[src/rtl/nibble_serializer_pkg.sv]
// Shared types and defaults for the nibble serializer slice.
// The FSM state encoding is fixed here so that the serializer and its future deserializer agree.
package nibble_serializer_pkg;

    localparam int WIDTH_DEFAULT = 4;

    typedef enum logic {
        IDLE  = 1'b0,
        SHIFT = 1'b1
    } state_t;

endpackage

[src/rtl/nibble_serializer_if.sv]
// Word-in / bit-out handshake bundle for the nibble serializer.
// The serializer uses the slave view; the word producer and bit consumer use the master view.
interface nibble_serializer_if #(
    parameter int WIDTH = nibble_serializer_pkg::WIDTH_DEFAULT
);
    logic [WIDTH-1:0] in_data;
    logic             in_valid;
    logic             in_ready;
    logic             sout;
    logic             sout_valid;
    logic             sout_first;
    logic             sout_last;
    logic             sout_ready;
    logic             busy;

    modport slave (
        input  in_data, in_valid, sout_ready,
        output in_ready, sout, sout_valid, sout_first, sout_last, busy
    );

    modport master (
        output in_data, in_valid, sout_ready,
        input  in_ready, sout, sout_valid, sout_first, sout_last, busy
    );
endinterface

[src/rtl/nibble_serializer_shift_reg_load.sv]
// Loadable shift register that presents one end as the serial bit.
// The register shifts toward the output end and fills with zeros.
module shift_reg_load #(
    parameter int WIDTH     = nibble_serializer_pkg::WIDTH_DEFAULT,
    parameter bit MSB_FIRST = 1'b1
) (
    input  logic             clk,
    input  logic             rst,
    input  logic             load,
    input  logic             shift,
    input  logic [WIDTH-1:0] din,
    output logic             bit_out
);
    logic [WIDTH-1:0] sh;

    always_ff @(posedge clk) begin
        if (rst) begin
            sh <= '0;
        end else if (load) begin
            sh <= din;
        end else if (shift) begin
            sh <= MSB_FIRST ? {sh[WIDTH-2:0], 1'b0} : {1'b0, sh[WIDTH-1:1]};
        end
    end

    assign bit_out = MSB_FIRST ? sh[WIDTH-1] : sh[0];
endmodule

[src/rtl/nibble_serializer.sv]
// Parallel-to-serial transmitter: one WIDTH-bit word per handshake, one bit per cycle out,
// with first/last framing and zero-gap back-to-back streaming.
module nibble_serializer
    import nibble_serializer_pkg::*;
#(
    parameter int WIDTH     = WIDTH_DEFAULT,
    parameter bit MSB_FIRST = 1'b1
) (
    input  logic                clk,
    input  logic                rst,
    nibble_serializer_if.slave  bus
);
    localparam int CW = $clog2(WIDTH);

    state_t        state_q, state_d;
    logic [CW-1:0] cnt_q, cnt_d;
    logic          first_q, first_d;
    logic          load, shift;
    logic          sh_bit;
    logic          in_shift, cnt_zero;
    logic          word_xfer, bit_xfer;

    shift_reg_load #(
        .WIDTH    (WIDTH),
        .MSB_FIRST(MSB_FIRST)
    ) u_sh (
        .clk    (clk),
        .rst    (rst),
        .load   (load),
        .shift  (shift),
        .din    (bus.in_data),
        .bit_out(sh_bit)
    );

    assign in_shift  = (state_q == SHIFT);
    assign cnt_zero  = (cnt_q == '0);
    assign bit_xfer  = in_shift && bus.sout_ready;
    assign word_xfer = bus.in_valid && bus.in_ready;

    // Accepting during the last bit lets the next word follow without a bubble.
    assign bus.in_ready   = !in_shift || (cnt_zero && bus.sout_ready);
    assign bus.sout_valid = in_shift;
    assign bus.sout       = in_shift && sh_bit;
    assign bus.sout_first = in_shift && first_q;
    assign bus.sout_last  = in_shift && cnt_zero;
    assign bus.busy       = in_shift;

    always_ff @(posedge clk) begin
        if (rst) begin
            state_q <= IDLE;
            cnt_q   <= '0;
            first_q <= 1'b0;
        end else begin
            state_q <= state_d;
            cnt_q   <= cnt_d;
            first_q <= first_d;
        end
    end

    always_comb begin
        state_d = state_q;
        cnt_d   = cnt_q;
        first_d = first_q;
        load    = 1'b0;
        shift   = 1'b0;
        case (state_q)
            IDLE: begin
                if (word_xfer) begin
                    load    = 1'b1;
                    cnt_d   = CW'(WIDTH - 1);
                    first_d = 1'b1;
                    state_d = SHIFT;
                end
            end
            SHIFT: begin
                if (bit_xfer) begin
                    if (!cnt_zero) begin
                        shift   = 1'b1;
                        cnt_d   = cnt_q - CW'(1);
                        first_d = 1'b0;
                    end else if (word_xfer) begin
                        load    = 1'b1;
                        cnt_d   = CW'(WIDTH - 1);
                        first_d = 1'b1;
                    end else begin
                        state_d = IDLE;
                    end
                end
            end
            default: state_d = IDLE;
        endcase
    end
endmodule

[src/flat_wrapper.sv]
// flat-port wrapper written by rule: the top's interface ports become plain ports
module nibble_serializer_flat import nibble_serializer_pkg::*;
#(
    parameter int WIDTH     = WIDTH_DEFAULT,
    parameter bit MSB_FIRST = 1'b1
)
  (clk, rst, bus_in_data, bus_in_valid, bus_sout_ready, bus_in_ready, bus_sout, bus_sout_valid, bus_sout_first, bus_sout_last, bus_busy);
  nibble_serializer_if #(.WIDTH(WIDTH)) bus_i ();
  input  logic clk;
  input  logic rst;
  input wire logic [$bits(bus_i.in_data)-1:0] bus_in_data;
  input wire logic [$bits(bus_i.in_valid)-1:0] bus_in_valid;
  input wire logic [$bits(bus_i.sout_ready)-1:0] bus_sout_ready;
  output wire logic [$bits(bus_i.in_ready)-1:0] bus_in_ready;
  output wire logic [$bits(bus_i.sout)-1:0] bus_sout;
  output wire logic [$bits(bus_i.sout_valid)-1:0] bus_sout_valid;
  output wire logic [$bits(bus_i.sout_first)-1:0] bus_sout_first;
  output wire logic [$bits(bus_i.sout_last)-1:0] bus_sout_last;
  output wire logic [$bits(bus_i.busy)-1:0] bus_busy;
  assign bus_i.in_data = bus_in_data;
  assign bus_i.in_valid = bus_in_valid;
  assign bus_i.sout_ready = bus_sout_ready;
  assign bus_in_ready = bus_i.in_ready;
  assign bus_sout = bus_i.sout;
  assign bus_sout_valid = bus_i.sout_valid;
  assign bus_sout_first = bus_i.sout_first;
  assign bus_sout_last = bus_i.sout_last;
  assign bus_busy = bus_i.busy;
  nibble_serializer #(.WIDTH(WIDTH), .MSB_FIRST(MSB_FIRST)) u_core (.clk(clk), .rst(rst), .bus(bus_i));
endmodule
[config.mk]
export PLATFORM = sky130hd
export DESIGN_NAME = nibble_serializer_flat
export DESIGN_NICKNAME = d
export VERILOG_FILES = /design/src/rtl/nibble_serializer_pkg.sv /design/src/rtl/nibble_serializer_if.sv /design/src/rtl/nibble_serializer_shift_reg_load.sv /design/src/rtl/nibble_serializer.sv /design/src/flat_wrapper.sv
export SDC_FILE = /design/constraint.sdc
export NUM_CORES = 1
export LEC_CHECK = 0
export ABC_AREA = 1
export BUFFER_PORTS_ARGS = -buffer_cell sky130_fd_sc_hd__clkbuf_2
export CORE_AREA = 2 2 39 41
export DETAILED_ROUTE_END_ITERATION = 8
export DIE_AREA = 0 0 41 43
export MAX_ROUTING_LAYER = met4
export PLACE_DENSITY = 0.66
export SETUP_SLACK_MARGIN = 0.2
export SLEW_MARGIN = 10
export SYNTH_ARGS = -nofsm -noshare
export SYNTH_HDL_FRONTEND = slang
export SYNTH_SLANG_ARGS = --single-unit
export TNS_END_PERCENT = 50
[constraint.sdc]
create_clock -name clk -period 1.64 [get_ports clk]
set_input_delay 0.164 -clock clk [delete_from_list [all_inputs] [get_ports clk]]
set_output_delay 0.164 -clock clk [all_outputs]
set_load 0.005 [all_outputs]
* Word level (Yosys, flattened, before mapping) *
Cells that the tools add are included.

storage, ports and cells
  logic and storage cells = 37
  register bits after elaboration = 8

operators by class
  multiplexer cells = 20
  equality and inequality tests = 1
  reductions and logical operators = 10
  bitwise operators = 1
  $add $sub $neg = 1

operators by type and width
  cell                                              count
  2-to-1 mux 1 bit                                  11
  2-to-1 mux 4 bit                                  2
  logical AND 1 bit                                 6
  2-to-1 mux 2 bit                                  3
  one-hot mux 1 bit (2 select lines)                3
  one-hot mux 2 bit (2 select lines)                1
  logical NOT 2 bit                                 1
  inequality test 2 bit, second input constant      1
  nonzero test 2 bit                                1
  subtractor 2 x 1 -> 2 bit, second input constant  1
  logical NOT 1 bit                                 1
  logical OR 1 bit                                  1
  NOT 1 bit                                         1

* Depth between registers and ports, before layout *
  depth in word-level cells = 9
  mapped depth = 9
  mapped depth without buffers = 8

* Cells and area by module *
A second synthesis with hierarchy kept.

second synthesis, totals
  cells, all modules = 65
  area total of the unflattened synthesis = 419.2 µm²

modules (own cells, without submodules)
  module             cells each  area an instance (µm²)  times used  seq. area each (µm²)
  nibble_serializer  36          231.5                   1           80.1
  shift_reg_load     29          187.7                   1           80.1

* Worst setup path before layout *
OpenSTA, ideal clock, no wires.

  kind = register to register
  start point = register u_core.state_q (netlist: u_core.bus.busy)
  end point = register u_core.u_sh.sh[2]
  setup time = 0.109 ns
  data arrival time = 0.937 ns
  slack = 0.594 ns
  period minus slack after synthesis = 1.046 ns
  stages on the path, launching flop included = 9
  buffers on the path = 1
  required time = 1.531 ns
  cells stage by stage = dfxtp_1 -> buf_6 -> nand2_4 -> nand2_4 -> nand3b_1 -> nand2_1 -> inv_1 -> nand2_1 -> inv_1

on the way
  cells in the longest elaborated chain, start to end = 8

ends and longest elaborated chain
  item                                                           RTL line                                          source
  start, declared                                                nibble_serializer.sv:15                           state_t state_q, state_d;
  start signal, assigned                                         nibble_serializer.sv:54                           state_q <= state_d;
  logical NOT 1 bit                                              nibble_serializer.sv:41                           assign bus.in_ready = !in_shift || (cnt_zero && bus.sout_ready);
  logical OR 1 bit                                               nibble_serializer.sv:41
  logical AND 1 bit                                              nibble_serializer.sv:38                           assign word_xfer = bus.in_valid && bus.in_ready;
  2-to-1 mux 1 bit                                               nibble_serializer.sv:68, nibble_serializer.sv:81
  2-to-1 mux 1 bit                                               nibble_serializer.sv:77                           if (!cnt_zero) begin
  2-to-1 mux 1 bit                                               nibble_serializer.sv:76                           if (bit_xfer) begin
  one-hot mux 1 bit (2 select lines)                             nibble_serializer.sv:66                           case (state_q)
  2-to-1 mux 4 bit / nonzero test 2 bit (equally long branches)  n/a
  end signal, assigned                                           nibble_serializer_shift_reg_load.sv:20            sh <= din;
  end signal, assigned                                           nibble_serializer_shift_reg_load.sv:22            sh <= MSB_FIRST ? {sh[WIDTH-2:0], 1'b0} : {1'b0, sh[WIDTH-1:1]};
  end, declared                                                  nibble_serializer_shift_reg_load.sv:14            logic [WIDTH-1:0] sh;

Parallel ways exist; a longest one is shown, timed or not.
A chain may end at the register's enable or synchronous reset.

* Final worst setup path *
  start point = register u_core.cnt_q[0]
  end point = output bus_in_ready

on the way
  cells in the longest elaborated chain, start to end = 3

ends and longest elaborated chain
  item                    RTL line                 source
  start, declared         nibble_serializer.sv:16  logic [CW-1:0] cnt_q, cnt_d;
  start signal, assigned  nibble_serializer.sv:55  cnt_q <= cnt_d;
  logical NOT 2 bit       nibble_serializer.sv:36  assign cnt_zero = (cnt_q == '0);
  logical AND 1 bit       nibble_serializer.sv:41
  logical OR 1 bit        nibble_serializer.sv:41
  end, declared           flat_wrapper.sv:14       output wire logic [$bits(bus_i.in_ready)-1:0] bus_in_ready;

No other way between the ends.

==> impl_metrics.csv <==
group,metric,value,unit
setup_path,worst_setup_path_end_kind,"output pin",
timing,hold_violations,0,
timing,slew_viol_final,0,
detailed_routing,wl,1090,µm
floorplan,core_area,1380,µm²
power_and_ir_drop,power_density,849,nW/µm²
worst_hold_path,hold_path_depth,3,
grt,grt_pass1_wl,1700,µm
setup_path,arrival,1.13,ns
grt,use_met3,6.28,%
timing,rsz0062_at_grt,"false",
flow_run,drv_cap,0,
timing,min_period,1.29,ns
yosys,synth_edf_count,0,
timing,setup_ws,0.345,ns
timing,finalSetupViolCount,0,
clock_network,clock_latency,0.26,ns
layout,fin_nets,98,
setup_path,critPathRequiredTime,1.48,ns
floorplan,rows,14,
clock_network,postCtsHoldBufs,0,
layout,area_growth,20.3,%
setup_path,r2r_cells,8,
grt,met2_usage,22.2,%
yosys,yosysSeqAreaShare,31.4,%
detailed_routing,vias,487,
yosys,synth_top_area_share,31.4,%
placement,dp_cells,101,
layout,final_cells,104,
timing,holdWs,0.131,ns
setup_path,critPathMaxFanout,4,
yosys,ys_types,18,
yosys,syn_inst,72,
worst_hold_path,hold_class,"input port to register",
detailed_routing,via_per_inst,4.68,
yosys,synthTopCellsByCount,"inv_1, nand2_1, nand3_1, dfxtp_1, nor2_1",
grt,grt_use_total,14.9,%
setup_path,worst_r2r_endpoint,"u_core.u_sh.sh[1]",
yosys,synth.avg_cell_area,7.09,µm²
layout,fillCellCount,159,
placement,hpwl,871,µm
yosys,syn_area,510,µm²
detailed_routing,drt_drc_violations_left,0,
timing,worstMarginPinSlew,0.178,ns
detailed_routing,drt_first_pass_iters,4,
clock_network,cts_tree,"built",
layout,drive_above_1_share,37.5,%
detailed_routing,wl_per_cell,10.5,µm
layout,diodes,0,
timing,max_freq,772,MHz
grt,grt_overflow,0,
timing,fin_setup_tns,0,ns
clock_network,htree_num_levels,1,
grt,grt_pass1_vias,405,
detailed_routing,drt_iter0_drc,8,
setup_path,cp-start-kind,"register",
yosys,synth_ff_type,"dfxtp_1",
grt,grt.busiest_layer,"met2",
power_and_ir_drop,ir_drop,395,µV
layout,seq_area,160,µm²
floorplan,ios,14,
power_and_ir_drop,power,522,µW
grt,use_met1,17.2,%
yosys,synth_top_area_cell,"dfxtp_1",
grt,grt_max_degree,9,
floorplan,die_h,43,µm
layout,multi_input_area,283,µm²
placement,pre_cts_ws,0.568,ns
setup_path,crit_type,"register to output pin",
yosys,synth_area_leaders,"dfxtp_1, nand3_1, nand2_4",
worst_hold_path,holdCritStartpoint,"bus_in_data[0]",
placement,gp_congestion,0.834,
detailed_routing,antenna_left,0,
clock_network,clk_path_buf_depth,2,
worst_hold_path,min_to,"u_core.u_sh.sh[0]",
setup_path,r2r_start,"u_core.bus.busy",
clock_network,clock-root-buffer,"clkbuf_4",
floorplan,die_area,1760,µm²
yosys,synth_async_sr_flop_share,0,%
floorplan,fp.dieW,41,µm
setup_path,r2r_slack,0.54,ns
timing,finClkSkew,0.00302,ns
yosys,ys_ff_latch,8,
clock_network,postCtsSetupBuffers,0,
grt,antenna_found_initial,0,
clock_network,cts_resized,0,
timing,slew_headroom,88.1,%
clock_network,clk_pin_slew,0.06,ns
status,outcome,"finished clean",
yosys,syn_nets,80,
power_and_ir_drop,p_leak,0.000353,µW
timing,min_period_over_period,78.9,%
floorplan,initial_core_util,36.9,%
clock_network,numCtsBuffers,3,
yosys,ys_warn_count,0,
placement,port_buffers,13,
clock_network,cts_sinks,8,
==> worst max-delay path, cell delays in order (launching register included) <==
cell	delay (ns)
dfxtp_1	0.41
inv_2	0.06
nand2_2	0.09
nand2_2	0.08
nand2_1	0.09
inv_1	0.04
clkbuf_2	0.10
==> cells in the final DEF (no fill, tap or decap), drive strengths merged <==
cell type	netlist	routed
clkbuf	0	16
inv	13	13
a21oi	4	4
nand2	21	21
nand3	10	10
nand3b	1	1
o21ai	4	4
dfxtp	8	8
buf	2	2
a31oi	1	1
nor2	8	8
==> through the flow <==
step           instance area, µm²  util, %
2_1_floorplan                 510        -
3_3_place_gp                  592     42.8
3_5_place_dp                  592     42.8
4_1_cts                       614     44.4
5_1_grt                       614     44.4
6_report                      614     44.4
==> power by group <==
part | leakage [µW] | internal (µW) | switching (µW)
Sequential | 0.0000663 | 213 | 12.7
Clock | 0.0000138 | 84.3 | 74.4
Combinational | 0.000273 | 55.8 | 82.1
==> kinds of logic after synthesis <==
kind of cell	after synthesis	share of synthesized area, %
compound gates	9	9.80
buf+inv	15	13.2
flops	8	31.4
simple gates	40	45.6
==> worst max path at each step <==
stage / from / endpoint / slack (ns) / cells after the start
global placement: u_core.bus.busy / u_core.u_sh.sh[3] / 0.57 / 8
floorplan: u_core.bus.busy / u_core.u_sh.sh[2] / 0.59 / 8
finish: u_core.cnt_q[0] / bus_in_ready / 0.35 / 6
CTS: u_core.cnt_q[0] / bus_in_ready / 0.34 / 6
detailed placement: u_core.bus.busy / u_core.u_sh.sh[3] / 0.57 / 7
global route: u_core.cnt_q[0] / bus_in_ready / 0.27 / 6
==> sequential cells by signal, indices dropped and copies added (netlist names) <==
register / count
u_core.u_sh.sh: 4
u_core.bus.busy: 1
u_core.cnt_q: 2
u_core.first_q: 1
==> cell type report <==
cell class	instances	share of cell area, %
multi-input combinational	49	46.0
sequential	8	26.1
timing repair buffer	15	13.0
inverter	13	7.94
clock buffer	3	3.67
tap	16	3.26
==> routing by layer <==
| metal | part of all wire, % | vias to the layer above |
|---|---|---|
| met1 | 42 | 210 |
| met4 | 1.3 | 0 |
| met5 | 0 | - |
| met2 | 48 | 19 |
| met3 | 8.7 | 2 |
| li1 | - | 256 |
No activity file was read; power rests on OpenSTA's default activity.
